===== src/rtl/serial_tx_uart_pkg.sv =====
// Shared types and constants for the serial TX path.
// FSM encoding and frame geometry used by the UART transmitter.
package serial_pkg;

  typedef enum logic [1:0] {
    IDLE  = 2'd0,
    START = 2'd1,
    DATA  = 2'd2,
    STOP  = 2'd3
  } tx_state_t;

  localparam int DATA_BITS    = 8;
  localparam int CLKS_PER_BIT = 434;

endpackage


===== src/rtl/serial_tx_uart_sync_fifo.sv =====
// Synchronous FIFO with occupancy count.
// Read data is presented combinationally from the read pointer.
module sync_fifo #(
  parameter int WIDTH      = 8,
  parameter int DEPTH_LOG2 = 4
) (
  input  logic                  clock,
  input  logic                  reset,
  input  logic                  push,
  input  logic                  pop,
  input  logic [WIDTH-1:0]      din,
  output logic [WIDTH-1:0]      dout,
  output logic                  full,
  output logic                  empty,
  output logic [DEPTH_LOG2:0]   count
);

  localparam int DEPTH = 2 ** DEPTH_LOG2;
  localparam logic [DEPTH_LOG2:0] DEPTH_C = DEPTH[DEPTH_LOG2:0];

  logic [WIDTH-1:0]      mem [DEPTH];
  logic [DEPTH_LOG2-1:0] wr_ptr;
  logic [DEPTH_LOG2-1:0] rd_ptr;
  logic                  do_push;
  logic                  do_pop;

  assign full    = (count == DEPTH_C);
  assign empty   = (count == '0);
  assign do_push = push && !full;
  assign do_pop  = pop && !empty;
  assign dout    = mem[rd_ptr];

  always_ff @(posedge clock) begin
    if (do_push) begin
      mem[wr_ptr] <= din;
    end
  end

  always_ff @(posedge clock) begin
    if (!reset) begin
      wr_ptr <= '0;
      rd_ptr <= '0;
      count  <= '0;
    end else begin
      if (do_push) begin
        wr_ptr <= wr_ptr + 1'b1;
      end
      if (do_pop) begin
        rd_ptr <= rd_ptr + 1'b1;
      end
      case ({do_push, do_pop})
        2'b10:   count <= count + 1'b1;
        2'b01:   count <= count - 1'b1;
        default: count <= count;
      endcase
    end
  end

endmodule


===== src/rtl/serial_tx_uart.sv =====
// 8N1 UART transmitter fed from a byte FIFO.
// STOP can pop straight into START so queued bytes go out gap-free.
module serial_tx_uart
  import serial_pkg::*;
#(
  parameter int CLKS_PER_BIT = serial_pkg::CLKS_PER_BIT,
  parameter int DEPTH_LOG2   = 4
) (
  input  logic                clock,
  input  logic                reset,
  input  logic [7:0]          wr_data_in,
  input  logic                wr_en_in,
  output logic                ready_out,
  output logic                tx_out,
  output logic                busy_out,
  output logic [DEPTH_LOG2:0] count_out,
  output logic                overflow_out
);

  localparam int BW = (CLKS_PER_BIT > 1) ? $clog2(CLKS_PER_BIT) : 1;
  localparam logic [BW-1:0] BAUD_LAST = BW'(CLKS_PER_BIT - 1);
  localparam logic [2:0]    BIT_LAST  = 3'(DATA_BITS - 1);

  tx_state_t     state, state_n;
  logic [BW-1:0] baud, baud_n;
  logic [2:0]    bit_idx, bit_idx_n;
  logic [7:0]    shift, shift_n;
  logic          tx_n;
  logic          pop;
  logic          full;
  logic          empty;
  logic [7:0]    fifo_dout;
  logic          bit_end;

  sync_fifo #(
    .WIDTH      (8),
    .DEPTH_LOG2 (DEPTH_LOG2)
  ) u_fifo (
    .clock (clock),
    .reset (reset),
    .push  (wr_en_in),
    .pop   (pop),
    .din   (wr_data_in),
    .dout  (fifo_dout),
    .full  (full),
    .empty (empty),
    .count (count_out)
  );

  assign ready_out = !full;
  assign busy_out  = (state != IDLE);
  assign bit_end   = (baud == BAUD_LAST);

  always_ff @(posedge clock) begin
    if (!reset) begin
      state        <= IDLE;
      baud         <= '0;
      bit_idx      <= '0;
      shift        <= '0;
      tx_out       <= 1'b1;
      overflow_out <= 1'b0;
    end else begin
      state   <= state_n;
      baud    <= baud_n;
      bit_idx <= bit_idx_n;
      shift   <= shift_n;
      tx_out  <= tx_n;
      if (wr_en_in && full) begin
        overflow_out <= 1'b1;
      end
    end
  end

  always_comb begin
    state_n   = state;
    baud_n    = baud;
    bit_idx_n = bit_idx;
    shift_n   = shift;
    tx_n      = tx_out;
    pop       = 1'b0;
    unique case (state)
      IDLE: begin
        tx_n   = 1'b1;
        baud_n = '0;
        if (!empty) begin
          pop     = 1'b1;
          shift_n = fifo_dout;
          tx_n    = 1'b0;
          state_n = START;
        end
      end
      START: begin
        if (bit_end) begin
          baud_n    = '0;
          bit_idx_n = '0;
          tx_n      = shift[0];
          state_n   = DATA;
        end else begin
          baud_n = baud + 1'b1;
        end
      end
      DATA: begin
        if (bit_end) begin
          baud_n = '0;
          if (bit_idx == BIT_LAST) begin
            tx_n    = 1'b1;
            state_n = STOP;
          end else begin
            bit_idx_n = bit_idx + 1'b1;
            shift_n   = {1'b0, shift[7:1]};
            tx_n      = shift[1];
          end
        end else begin
          baud_n = baud + 1'b1;
        end
      end
      STOP: begin
        if (bit_end) begin
          baud_n = '0;
          if (!empty) begin
            pop     = 1'b1;
            shift_n = fifo_dout;
            tx_n    = 1'b0;
            state_n = START;
          end else begin
            state_n = IDLE;
          end
        end else begin
          baud_n = baud + 1'b1;
        end
      end
      default: state_n = IDLE;
    endcase
  end

endmodule


===== config.mk =====
export PLATFORM = sky130hd
export DESIGN_NAME = serial_tx_uart
export DESIGN_NICKNAME = d
export VERILOG_FILES = /design/src/rtl/serial_tx_uart_pkg.sv /design/src/rtl/serial_tx_uart_sync_fifo.sv /design/src/rtl/serial_tx_uart.sv
export SDC_FILE = /design/constraint.sdc
export NUM_CORES = 1
export LEC_CHECK = 0
export BUFFER_PORTS_ARGS = -buffer_cell sky130_fd_sc_hd__buf_2
export CAP_MARGIN = 5
export CORE_ASPECT_RATIO = 0.9
export CORE_MARGIN = 4
export CORE_UTILIZATION = 65
export CTS_BUF_LIST = sky130_fd_sc_hd__clkbuf_8
export DETAILED_ROUTE_END_ITERATION = 10
export HOLD_SLACK_MARGIN = 0.15
export PLACE_DENSITY_LB_ADDON = 0.3
export SETUP_SLACK_MARGIN = 0.15
export SYNTH_ARGS = -nofsm -noshare
export SYNTH_HDL_FRONTEND = slang
export SYNTH_SLANG_ARGS = --single-unit

===== constraint.sdc =====
create_clock -name clock -period 8.9 [get_ports clock]
set_input_delay 0.89 -clock clock [delete_from_list [all_inputs] [get_ports clock]]
set_output_delay 0.89 -clock clock [all_outputs]
set_load 0.02 [all_outputs]

; ---- After elaboration in Yosys (flattened, before gate mapping)
; Memory sizes are Yosys's and may differ from the RTL's. A register that Yosys moved wholly into a read port is not among the register bits.
; Index checks and enable logic that the tools add are counted.
[totals]
reg_bits = 37
latchBits = 0
ramBits = 128
romBits = 0
inputBits = 11
out_inout_bits = 9
elab_cells = 80
mem_count = 1
[classes]
add_sub_neg = 6
n_mul = 0
div = 0
n_lt_le_gt_ge = 0
n_eq_ne = 15
n_shift = 0
muxes = 33
bitwise = 0
reduce_logical = 16
[memory_table]
columns = name, words, width, rd, rd_clocked_by_memory_dff, wr, line_no
row1 = u_fifo.mem, 16, 8, 1, 1, 1, serial_tx_uart_sync_fifo.sv:21  ; logic [WIDTH-1:0] mem [DEPTH];
[op_table]
columns = op, n
row1 = 2-to-1 mux 8 bit, 4
row2 = case mux 8 bit (3 select lines), 1
row3 = case mux 9 bit (2 select lines), 1
row4 = "inequality test 2 bit, second input constant", 7
row5 = AND reduction 4 bit, 3
row6 = 2-to-1 mux 1 bit, 11
row7 = 2-to-1 mux 2 bit, 5
row8 = case mux 5 bit (2 select lines), 1
row9 = "adder 9 x 1 -> 9 bit, second input constant", 1
row10 = "== test 9 bit, second input constant", 1
row11 = 2-to-1 mux 3 bit, 3
row12 = 2-to-1 mux 9 bit, 1
row13 = "adder 4 x 1 -> 4 bit, second input constant", 2
row14 = 2-to-1 mux 4 bit, 2
row15 = case mux 2 bit (4 select lines), 1
row16 = "== test 2 bit, second input constant", 3
row17 = case mux 3 bit (2 select lines), 1
row18 = nonzero test 2 bit, 3
row19 = "adder 5 x 1 -> 5 bit, second input constant", 1
row20 = "== test 5 bit, second input constant", 1
row21 = zero test 5 bit, 1
row22 = AND reduction 5 bit, 1
row23 = "subtractor 5 x 1 -> 5 bit, second input constant", 1
row24 = "== test 2 x 1 -> 1 bit, second input constant", 2
row25 = other kinds (9), 12

; ---- Logic depth before layout (Yosys ltp)
[logic_depth]
word_depth = 7
ltp_mapped = 15
depth_no_buf = 13

; ---- Modules after synthesis
; A second synthesis with hierarchy kept.
[unflattened]
cells_unflattened = 449
hier_area_um2 = 7273.2
[by_module_without_submodules]
columns = module, instances, cells_each, area_per_inst_um2, seq_area_each_um2
row1 = sync_fifo, 1, 307, 5967.0, 4184.0
row2 = serial_tx_uart, 1, 142, 1306.3, 480.5

; ---- Least setup slack after synthesis
; OpenSTA, ideal clock, no wires.
[synth_path]
path_type = input port to flip-flop
from = input port wr_en_in
to = register u_fifo.count[4]
setup_ns = 0.070
arrival_ns = 3.032
required_time_ns = 8.830
setup_slack_ns = 5.797
path_stages = 11
n_path_buf = 1
path_cell_list = a21boi_1 -> inv_1 -> ha_1 -> clkbuf_1 -> xor2_1 -> ha_1 -> a21oi_1 -> a311o_1 -> a31oi_1 -> or3_1 -> a21oi_1
[synth_between]
elab_chain_len = 3
elab_cells_between_ends = 5
cone_classes = 2 x eq/ne / 1 x mux / 2 x reduce/logical
[synth_lines]
columns = element, line_no
row1 = "start, declared", serial_tx_uart.sv:12  ; input logic wr_en_in,
row2 = logical AND 1 bit (*), serial_tx_uart_sync_fifo.sv:29  ; assign do_push = push && !full;
row3 = == test 2 x 1 -> 1 bit / == test 2 bit (equally long branches), serial_tx_uart_sync_fifo.sv:51  ; case ({do_push, do_pop})
row4 = case mux 5 bit (2 select lines) / nonzero test 2 bit (equally long branches), --
row5 = "end signal, assigned", serial_tx_uart_sync_fifo.sv:52  ; 2'b10: count <= count + 1'b1;
row6 = "end signal, assigned", serial_tx_uart_sync_fifo.sv:53  ; 2'b01: count <= count - 1'b1;
row7 = "end signal, assigned", serial_tx_uart_sync_fifo.sv:54  ; default: count <= count;
row8 = "end, declared", serial_tx_uart_sync_fifo.sv:15  ; output logic [DEPTH_LOG2:0] count
; Mark *: on every way between the ends. The rest lies on a longest branch, timed or not.
; A chain may end at the register's enable or synchronous reset.

; ---- Final worst setup path
[layout_path]
from = register baud[0]
to = register u_fifo.count[4]
[layout_between]
elab_chain_len = 6
elab_cells_between_ends = 8
cone_classes = 3 x eq/ne / 3 x mux / 2 x reduce/logical
[layout_lines]
columns = element, line_no
row1 = "start, declared", serial_tx_uart.sv:25  ; logic [BW-1:0] baud, baud_n;
row2 = "start signal, assigned", serial_tx_uart.sv:64  ; baud <= baud_n;
row3 = == test 9 bit (*), serial_tx_uart.sv:52  ; assign bit_end = (baud == BAUD_LAST);
row4 = 2-to-1 mux 1 bit (*), serial_tx_uart.sv:118  ; if (bit_end) begin
row5 = case mux 1 bit (2 select lines) (*), serial_tx_uart.sv:81  ; unique case (state)
row6 = logical AND 1 bit (*), serial_tx_uart_sync_fifo.sv:30  ; assign do_pop = pop && !empty;
row7 = == test 2 x 1 -> 1 bit / == test 2 bit (equally long branches), serial_tx_uart_sync_fifo.sv:51
row8 = case mux 5 bit (2 select lines) / nonzero test 2 bit (equally long branches), --
; Marks and branches as above.

==> results.yml <==
critical_path:
  start_kind: "register"
  crit_chain: "ha_1 > and4b_1 > a31oi_1 > nor3_1 > ha_1 > xor2_1 > ha_1 > a21oi_1 > a311o_1 > a31oi_1 > or3_1 > a21oi_1"
  end_kind: "register"
  slowest_delay_ns: 0.53
  cp_data_required_time_ns: 9.28
  arrival_ns: 3.84
  crit_family: "simple AND/OR/NAND/NOR gates"
  cp_slowest_cell: "nor3_1"
  r2r_start: "baud[0]"
  r2r_slack_ns: 5.44
  ff2ff_path_depth: 12
  path_buf_inv: 0
  critPathMostFrequentCell: "ha_1"
  crit_type: "register to register"
  r2r-end: "u_fifo.count[4]"
  path_max_fanout: 9
floorplanning:
  die_w_um: 118
  die_area_um2: 12600
  io_pins: 20
  core_area_um2: 10400
  num_rows: 35
  die_h_um: 107
  start_util_pct: 67.9
power:
  ir_drop_v: 0.000188
  p_int_uw: 1420
  power_density_nw_per_um2: 271
  p_clk_share_pct: 27.4
  power_uw: 2080
  p_leak_uw: 0.00254
  pwr-share-seq_pct: 45.0
  swShare_pct: 31.6
  switching_power_uw: 658
  p_comb_share_pct: 27.7
yosys:
  ys_warn_count: 0
  syn_nets: 514
  ys_ff_latch: 169
  ys.flop_type: "edfxtp_1"
  synth_cell_types: 52
  ys_seq_area_share_pct: 65.9
  avgSynthCellArea_um2: 14.6
  synth_cells: 485
  async_flop_share_pct: 0
  synth_edf_count: 128
  synthesis.area_um2: 7080
final_layout:
  post-route-util_pct: 73.5
  fillers: 664
  fin_nets: 531
  mostFrequentLayoutCells: "edfxtp_1 (128), nor2_1 (47), dfxtp_1 (40)"
  diodes: 0
  drive_above_1_share_pct: 16.3
  areaGrowthSynthToFinish_pct: 8.25
  final_common_cell: "edfxtp_1"
clocking:
  clock-sinks: 169
  cts_max_level: 4
  cts.clk_slew.worst_paths_ns: 0.09
  cts_tree: "done"
  cts_buffers: 17
  ctsResizeCount: 0
  cts.path.max_buffers: 2
  clk_latency_ns: 0.46
  cts_root_buf: "clkbuf_8"
  ctsHoldBuffers: 0
  cts_setup_buffers: 0
sta:
  fin_worst_skew_ns: 0.0177
  rsz0062_at_grt: "no"
  hold_violations: 0
  relSlewSlack_pct: 18.9
  period_needed_ns: 3.46
  clock.fmax_ghz: 0.289
  tightest_slew_ns: 1.21
  finalSetupViolCount: 0
  fin_ws_ns: 5.44
  finalMaxSlewViolations: 0
  fin_crit_sh_pct: 38.9
  tns_ns: 0
placed_design:
  dpl.hpwl_um: 8540
  io_buffers: 19
  globalplace.congestion: 0.856
  pre_cts_slack_ns: 5.45
worst_hold_path:
  hold_path_end: "bit_idx[2]"
  hold_path_class: "register to register"
  whs_path_depth: 2
  min_from: "bit_idx[2]"
routing:
  ant_nets: 0
  totalWireLength_um: 13100
  via_per_inst: 6.29
  drt-initial-drc-count: 403
  drc: 0
  dr.pass1.iters: 5
  wl_per_cell_um: 20.3
  vias: 4051
run:
  cap_violations: 0
global_routing:
  grt_max_degree: 42
  grt_pass1_wl_um: 21400
  grt_pass1_vias: 4057
  grt_use_total_pct: 22.4
  grt.overflow.total: 0
  antenna_found_initial: 0
run_status:
  outcome: "completed"
## kinds of logic after synthesis
| logic type | count (synthesis) | share of synthesized area (%) |
|---|---|---|
| XOR/XNOR | 17 | 2.10 |
| buffers and inverters | 39 | 2.55 |
| AO/OA/AOI/OAI | 80 | 7.58 |
| multiplexers | 49 | 10.9 |
| adder cells (fa/ha/maj) | 18 | 3.18 |
| AND/OR/NAND/NOR | 113 | 7.83 |
| flip-flops | 169 | 65.9 |
## flip-flops by register name, summed over array words and instances (netlist names), named ones only
register       count
baud               9
bit_idx            3
overflow_out       1
shift              8
state              2
tx_out             1
u_fifo.count       5
u_fifo.mem       128
u_fifo.rd_ptr      4
u_fifo.wr_ptr      4
## per-stage QoR
stage | instances | cell area, um2 | hold slack, ns
floorplan | 485 | 7080 | 0.436
CTS | 644 | 7660 | 0.465
global route | 644 | 7660 | 0.494
detailed placement | 612 | 7240 | 0.452
global placement | 612 | 7240 | 0.442
finish | 644 | 7660 | 0.464
## power by group through the flow
stage,Combinational (uW),Sequential (uW),Clock (uW)
4_1_cts,575,935,581
2_1_floorplan,462,955,0
6_report,575,936,569
3_5_place_dp,573,953,0
5_1_grt,645,943,620
3_3_place_gp,557,950,0
## layout make-up
cell class	instances	area (um2)	share of cell area, %
Inverter	13	48.8	0.637
Sequential cell	169	4670	60.9
Multi-Input combinational cell	277	2230	29.2
Timing Repair Buffer	24	133	1.73
Tap cell	129	161	2.11
Clock buffer	17	234	3.05
Clock inverter	15	186	2.43
## worst max path at each step
stage	startpoint	end	slack (ns)	cells past startpoint
floorplan	wr_en_in	u_fifo.count[4]	5.80	11
global placement	wr_en_in	u_fifo.count[4]	5.62	11
detailed placement	wr_en_in	u_fifo.count[4]	5.45	11
CTS	baud[0]	u_fifo.count[4]	5.45	12
global route	baud[0]	u_fifo.count[4]	5.05	12
finish	baud[0]	u_fifo.count[4]	5.44	12
## tightest hold or removal path, stage by stage, from the launching register on
cell,delay (ns)
dfxtp_1,0.32
nand2_1,0.05
a21oi_1,0.05
## cells in the mapped netlist, types with 8 or more instances
master	n	area share, %
edfxtp_1	128	54
nor2_1	47	2.5
dfxtp_1	41	12
mux2i_1	24	3.4
mux4_2	22	7.0
a21oi_1	20	1.4
ha_1	18	3.2
clkbuf_1	17	0.90
o21ai_0	17	1.2
nand2_1	16	0.85
inv_1	13	0.69
nor3_1	13	0.92
nand3_1	11	0.78
xnor2_1	10	1.2
a221oi_1	8	0.99
a31oi_1	8	0.71
## per-layer routing
layer | vias to the layer above | wire length (um) | GRT usage (%)
met5 | - | 0 | 0
met4 | 0 | 194 | 7.70
met3 | 23 | 775 | 5.91
met2 | 135 | 6350 | 35.9
met1 | 2010 | 5740 | 30.3
li1 | 1883 | - | -
(Power assumes the default switching activity.)
